`src/rtl/cpr_pkg.sv`:
```
// Shared types and defaults for the carry-propagate resolver.
// One pipeline entry carries its partial result plus the operands still to add.
package cpr_pkg;

    localparam int CPR_WIDTH  = 64;
    localparam int CPR_SEG    = 16;
    localparam int CPR_NSTAGE = CPR_WIDTH / CPR_SEG;
    localparam int CPR_TAGW   = 8;

    typedef struct packed {
        logic [CPR_WIDTH-1:0] res;
        logic                 cy;
        logic [CPR_TAGW-1:0]  tag;
        logic [CPR_WIDTH-1:0] sum;
        logic [CPR_WIDTH-1:0] car;
    } cpr_entry_t;

endpackage

```
`src/rtl/carry_propagate_resolver_seg_adder.sv`:
```
// Combinational SEG-bit adder with carry-in and carry-out.
// One instance resolves one segment in each pipeline stage.
module seg_adder #(
    parameter int SEG = 16
) (
    input  logic [SEG-1:0] a,
    input  logic [SEG-1:0] b,
    input  logic           ci,
    output logic [SEG-1:0] s,
    output logic           co
);

    assign {co, s} = {1'b0, a} + {1'b0, b} + {{SEG{1'b0}}, ci};

endmodule

```
`src/rtl/carry_propagate_resolver.sv`:
```
// Elastic segmented pipeline turning a carry-save pair into a binary sum.
// Stage k resolves bits [k*SEG +: SEG]; bubbles collapse under backpressure.
module carry_propagate_resolver
    import cpr_pkg::*;
#(
    parameter int WIDTH = CPR_WIDTH,
    parameter int SEG   = CPR_SEG,
    parameter int TAGW  = CPR_TAGW
) (
    input  logic             clock,
    input  logic             reset_n,
    input  logic             in_valid,
    output logic             in_ready,
    input  logic [WIDTH-1:0] in_sum,
    input  logic [WIDTH-1:0] in_carry,
    input  logic [TAGW-1:0]  in_tag,
    output logic             out_valid,
    input  logic             out_ready,
    output logic [WIDTH-1:0] out_result,
    output logic             out_cout,
    output logic [TAGW-1:0]  out_tag
);

    localparam int NSTAGE = WIDTH / SEG;

    cpr_entry_t        pipe_q [NSTAGE];
    cpr_entry_t        pipe_d [NSTAGE];
    cpr_entry_t        src    [NSTAGE];
    cpr_entry_t        calc   [NSTAGE];
    cpr_entry_t        in_ent;
    logic [NSTAGE-1:0] vld_q;
    logic [NSTAGE-1:0] vld_d;
    logic [NSTAGE-1:0] src_vld;
    logic [NSTAGE-1:0] adv;
    logic [SEG-1:0]    seg_s [NSTAGE];
    logic [NSTAGE-1:0] seg_c;
    logic              run_q;
    logic              run_d;
    logic              full_tail;

    // A stage may advance unless it and every stage after it is full
    // while the output is stalled; this avoids a serial ready chain.
    always_comb begin
        adv       = '0;
        full_tail = 1'b1;
        for (int k = NSTAGE - 1; k >= 0; k--) begin
            full_tail = full_tail & vld_q[k];
            adv[k]    = out_ready | ~full_tail;
        end
    end

    assign in_ready = run_q & adv[0];

    always_comb begin
        in_ent                  = '0;
        in_ent.tag[TAGW-1:0]    = in_tag;
        in_ent.sum[WIDTH-1:0]   = in_sum;
        in_ent.car[WIDTH-1:0]   = in_carry;
    end

    always_comb begin
        src[0]     = in_ent;
        src_vld[0] = in_valid & in_ready;
        for (int k = 1; k < NSTAGE; k++) begin
            src[k]     = pipe_q[k-1];
            src_vld[k] = vld_q[k-1];
        end
    end

    for (genvar k = 0; k < NSTAGE; k++) begin : g_stage
        seg_adder #(
            .SEG (SEG)
        ) u_add (
            .a  (src[k].sum[k*SEG +: SEG]),
            .b  (src[k].car[k*SEG +: SEG]),
            .ci (src[k].cy),
            .s  (seg_s[k]),
            .co (seg_c[k])
        );
    end

    always_comb begin
        run_d = 1'b1;
        vld_d = vld_q;
        for (int k = 0; k < NSTAGE; k++) begin
            calc[k]                    = src[k];
            calc[k].res[k*SEG +: SEG]  = seg_s[k];
            calc[k].cy                 = seg_c[k];
            pipe_d[k]                  = pipe_q[k];
            if (adv[k]) begin
                vld_d[k] = src_vld[k];
                if (src_vld[k]) begin
                    pipe_d[k] = calc[k];
                end
            end
        end
    end

    always_ff @(posedge clock or negedge reset_n) begin
        if (!reset_n) begin
            run_q <= 1'b0;
            vld_q <= '0;
            for (int k = 0; k < NSTAGE; k++) begin
                pipe_q[k] <= '0;
            end
        end else begin
            run_q <= run_d;
            vld_q <= vld_d;
            for (int k = 0; k < NSTAGE; k++) begin
                pipe_q[k] <= pipe_d[k];
            end
        end
    end

    assign out_valid  = vld_q[NSTAGE-1];
    assign out_result = pipe_q[NSTAGE-1].res[WIDTH-1:0];
    assign out_cout   = pipe_q[NSTAGE-1].cy;
    assign out_tag    = pipe_q[NSTAGE-1].tag[TAGW-1:0];

endmodule

```
`config.mk`:
```
export PLATFORM = sky130hd
export DESIGN_NAME = carry_propagate_resolver
export DESIGN_NICKNAME = d
export VERILOG_FILES = /design/src/rtl/cpr_pkg.sv /design/src/rtl/carry_propagate_resolver_seg_adder.sv /design/src/rtl/carry_propagate_resolver.sv
export SDC_FILE = /design/constraint.sdc
export NUM_CORES = 1
export LEC_CHECK = 0
export ABC_CLOCK_PERIOD_IN_PS = 5040
export BUFFER_PORTS_ARGS = -buffer_cell sky130_fd_sc_hd__buf_4
export CORE_MARGIN = 5
export CORE_UTILIZATION = 50
export DETAILED_ROUTE_END_ITERATION = 8
export PLACE_DENSITY = 0.82
export SETUP_SLACK_MARGIN = 0.1
export SYNTH_ARGS = -nofsm -noshare
export SYNTH_HDL_FRONTEND = slang
export SYNTH_SLANG_ARGS = --single-unit
```
`constraint.sdc`:
```
create_clock -name clock -period 5.04 [get_ports clock]
set_input_delay 1.008 -clock clock [delete_from_list [all_inputs] [get_ports clock]]
set_output_delay 1.008 -clock clock [all_outputs]
set_load 0.1 [all_outputs]
```
# Word-level counts from Yosys, hierarchy flattened
# Index checks and enable logic that the tools add are counted.
dict set report op_classes {
  bitwise 13
  n_reduce_logical 4
  n_addsub 7
}
# cell n
set ops {}
lappend ops {{adder 16 x 16 -> 17 bit} 4}
lappend ops {{adder 17 x 1 -> 17 bit} 3}
lappend ops {{AND reduction 2 bit} 4}
lappend ops {{AND 1 bit} 5}
lappend ops {{inverter 1 bit} 4}
lappend ops {{OR 1 bit} 4}
dict set report totals {
  reg_bits 585
  output_inout_bits 75
}

# Logic depth before layout (Yosys ltp)
dict set report depth {
  word_depth 8
  mapped_depth 8
  depth_no_buf 8
}

# Cells and area by module
# From an unflattened synthesis, not the netlist that was laid out.
dict set report hier_totals {
  hier_cells 1273
  area_unflattened_um2 18432.7
}
# module cells_each area_per_inst_um2 n_inst seq_area_each_um2
set by_module_without_submodules {}
lappend by_module_without_submodules {carry_propagate_resolver 910 15492.4 1 9834.4}
lappend by_module_without_submodules {{seg_adder (g_stage[1].u_add ...)} 89 733.2 2 0.0}
lappend by_module_without_submodules {{seg_adder (g_stage[0].u_add)} 94 747.0 1 0.0}
lappend by_module_without_submodules {{seg_adder (g_stage[3].u_add)} 91 726.9 1 0.0}

# Worst setup path after synthesis
# Ideal clock, no wire load.
dict set report synth_path {
  kind {input to output}
  startpoint {input port out_ready}
  endpoint {output port in_ready}
  arrival_ns 2.680
  stages 2
  t_required_ns 4.032
  setup_slack_ns 1.352
  path_cell_list {and4b_1 a21boi_1}
}
dict set report synth_via {
  elab_chain_cells 2
}
# item line_no
set synth_rtl {}
lappend synth_rtl {{from (decl)} carry_propagate_resolver.sv:18} ;# input logic out_ready,
lappend synth_rtl {{OR 1 bit} carry_propagate_resolver.sv:48} ;# adv[k] = out_ready | ~full_tail;
lappend synth_rtl {{AND 1 bit} carry_propagate_resolver.sv:52} ;# assign in_ready = run_q & adv[0];
lappend synth_rtl {{to (decl)} carry_propagate_resolver.sv:13} ;# output logic in_ready,
# Every way passes these cells.

# Worst setup path after layout
# Same ends and word-level chain as after synthesis.

==> flow_results.org <==
** Placed design
- Once placement completed, the tool counted placed cells totaling 2,624.
- Worst setup slack before clock tree synthesis :: between 1500 and 2000 ps
- The congestion estimate from routability-driven global placement came to 0.890.
- Summed over all nets, the half-perimeter wirelength after detailed placement is 28,900 um.
- Buffers placed on the I/O ports in this run total 214.

** Synthesis
- In the synthesized netlist the dominant register cell turns out to be dfrtp_1.
- The share of the Yosys chip area taken by registers is a little under three fifths.
- Number of cells produced by synthesis :: 2,031
- Ys async rst share :: between 90% and 100%
- Top cells by area, synth :: dfrtp_1, nand2_1, ha_1
- Summed over all instances, the cell type with the most area after synthesis is dfrtp_1.
- Count of cell types in the netlist :: 63
- Synth Cell Area :: 17,700 um2
- During synthesis, Yosys emitted a total of 0 warnings.
- Most numerous cell types in the synthesized netlist :: nand2_1, dfrtp_1, o21ai_0
- The share of synthesized area in the top cell type comes to 55.7%.
- When the netlist entered floorplanning its net count stood at 2,239.
- Counting flops with a built-in enable in the synthesized netlist gives 0.
- Number of synthesized register bits :: 393
- Most frequent cell after synthesis :: nand2_1
- Avg Synthesized Cell Area :: 8.70 um2

** Final layout
- Once layout is complete, the cells apart from fillers number around 2,700.
- Share of final-layout standard cells stronger than drive strength 1 :: between 10 and 15%
- Core utilization of the finished layout :: 60.9%
- Compared with the post-synthesis result, the final layout area differs by 19.6%.
- Number of nets in the layout :: between 2,000 and 2,500

** Route
- Top routing layer in use :: met5
- Vias per cell :: 5.23
- Met3 Wirelength :: 2330 um
- Residual antenna-violating net count after detailed routing :: 0
- The routed layout has approximately 14,000 vias.
- Routed length per instance :: 15.6 um
- Routed met1 length :: 18,200 um
- Number of iterations in the first detailed-routing pass :: 6
- The routed design uses 20,300 um of met2 wire.
- Detailed router's first-iteration violation count :: 1,011
- Remaining design rule violation count :: 0
- Wires add up to 42,100 um.

** Floorplanning
- From left edge to right edge, the die measures between 150 and 200 um.
- Core Footprint :: 34,700 um2
- Die Height :: between 150 and 200 um
- The floorplan step defined a die boundary enclosing 39,200 um2.
- In this run the count of I/O pins placed on the die edge is between 200 and 250.
- Starting density of the core :: 50.9%
- The initialized floorplan defines 68 standard-cell rows.

** Global routing
- Entering global routing, the biggest net connects around 120 pins.
- The first global-routing pass estimated 70,200 um of wire.
- Global Route Usage Sum :: around 21%
- The initial antenna violation count came to 4.
- GRT Residual Overflow :: 0
- The number of global-route vias before repair was 14,300.

** Timing
- In the final timing run, aggregate negative setup slack is 0 ps.
- In the finished design, the share of the clock period the worst path needs comes to 59.8%.
- Worst Tran Pin Value :: 1150 ps
- Setup repair after global routing left no endpoint under its margin.
- Relative slew slack :: 23.4%
- The max-slew violation total from the final report is 0.
- Post-Route Skew :: 13.6 ps
- Setup violations remaining at the end of the flow were counted as 0.
- Max frequency :: 332 MHz
- The count of endpoints failing hold in the final timing report was 0.
- Post-layout min period :: 3020 ps
- Setup slack closes at ~2000 ps.

** CTS
- Count of clock tree sinks :: about 400
- Post-CTS timing repair inserted 0 buffers for setup.
- Cell at the root of the clock tree :: clkbuf_16
- Post-CTS repair changed the size of 0 cells.
- Clock tree synthesis inserted a total of 40 buffers.
- In this run, post-CTS hold repair placed 0 buffers.
- Clock-pin slew was measured on the worst setup and hold paths at around 60 ps.
- The later pin in the worst-skew pair is clocked with a latency of between 500 and 600 ps.
- In this run the deepest clock path goes through 3 buffers.
- H-tree levels :: 2
- TritonCTS built the clock tree.

** Worst setup path
- Startpoint types :: input port
- CP max FO :: 4
- In this design, the stage delay of the slowest critical-path cell is 370 ps.
- Crit-path leading delay family :: buffers and inverters
- The number of buffers and inverters on the critical path is 2.
- Among all stages on the critical path, the largest delay is contributed by buf_4.
- Chain of cells forming the critical path :: buf_4 > and4b_1 > a21boi_1 > buf_4
- The critical path is of the input port to output port type.
- Most frequent cell on the critical path :: buf_4
- Arrival @ worst endpoint :: between 2000 and 2500 ps
- Required time reported for the critical path endpoint :: 4030 ps
- The worst setup path is captured at an output port.

** Status
- The run finished with clean final reports.

** Power and ir drop
- Power per Cell Area :: 550 nW/um2
- Leakage dissipation :: 11.2 nW
- Largest vdd supply drop :: 0.755 mV

** Min path
- In this run the worst hold path is classified as flip-flop to flip-flop.

** Run
- Max-cap violations in this run came to 0.
==> state kept, by name (all words and copies together), names as in the netlist <==
register	count
out_tag	8
out_result	64
out_cout	1
vld_q	4
run_q	1
pipe_q	3
calc	312
==> placed cells by master, fill, tap and decap left out, types with 5 or more instances in the layout <==
cell and n:
nand3_1 15, a21oi_1 47, clkbuf_8 7, a21o_1 15, nor2_1 41, dfrtp_1 393, xnor2_1 27, nand4_1 9
inv_1 15, buf_4 224, o21ai_0 78, nor3_1 16, o21bai_1 7, clkbuf_1 9, fa_1 7, o31ai_1 12
nand2_1 1068, bufinv_16 7, a211oi_1 14, nand2b_1 6, and3_1 6, ha_1 61, o21a_1 13, clkbuf_16 42
xor2_1 10, and2_1 5, o311ai_0 5, or3_1 9
==> routing by layer <==
layer  vias to the layer above  GRT usage (%)
met2                       356           35.6
met3                        95           4.08
met1                      6738           28.8
met4                         6           6.66
met5                         -              0
li1                       6909              -
==> layout make-up <==
type,instances,area [um2]
Antenna cell,1,2.50
Clock buffer,58,1180
Clock inverter,14,265
Fill cell,2896,13600
Inverter,15,56.3
Multi-Input combinational cell,1533,7470
Sequential cell,393,9830
Tap cell,455,569
Timing Repair Buffer,228,1760
==> final timing paths <==
check | slack, ps | to | depth (start not counted) | from
max | 2020 | in_ready | 4 | out_ready
max reg2reg | 2100 | calc[364] | 8 | calc[418]
max in group asynchronous | 3350 | calc[354] | 2 | reset_n
min in group asynchronous | 530 | calc[431] | 1 | reset_n
min reg2reg | 460 | out_result[17] | 2 | calc[154]
min | 460 | out_result[17] | 2 | calc[154]
==> worst min-delay path: cells and delay by family (launching register included) <==
kind / cells / cell delay (ps)
flops: 1 / 340
simple gates: 2 / 100
==> through the flow <==
stage,cell area [um2],total power (W),hold slack [ps]
after detailed placement,19700,0.00845,449
after floorplan,17700,0.00738,435
final,21100,0.0116,460
after global routing,21100,0.0122,476
after global placement,19700,0.00832,446
after CTS,21100,0.0117,457
==> kinds of logic after synthesis <==
group | share of synthesized area, %
fa+ha+maj | 5.11
flops | 55.7
mux | 0.234
xor+xnor | 1.83
other cells | 0.0212
compound gates | 8.18
simple gates | 26.6
buf+inv | 2.32
==> report_power, final <==
part | internal (W) | switching (W)
clock network | 0.00199 | 0.00121
registers | 0.00391 | 0.000469
logic | 0.00105 | 0.00299
total | 0.00695 | 0.00467
No activity file was read; power rests on OpenSTA's default activity.
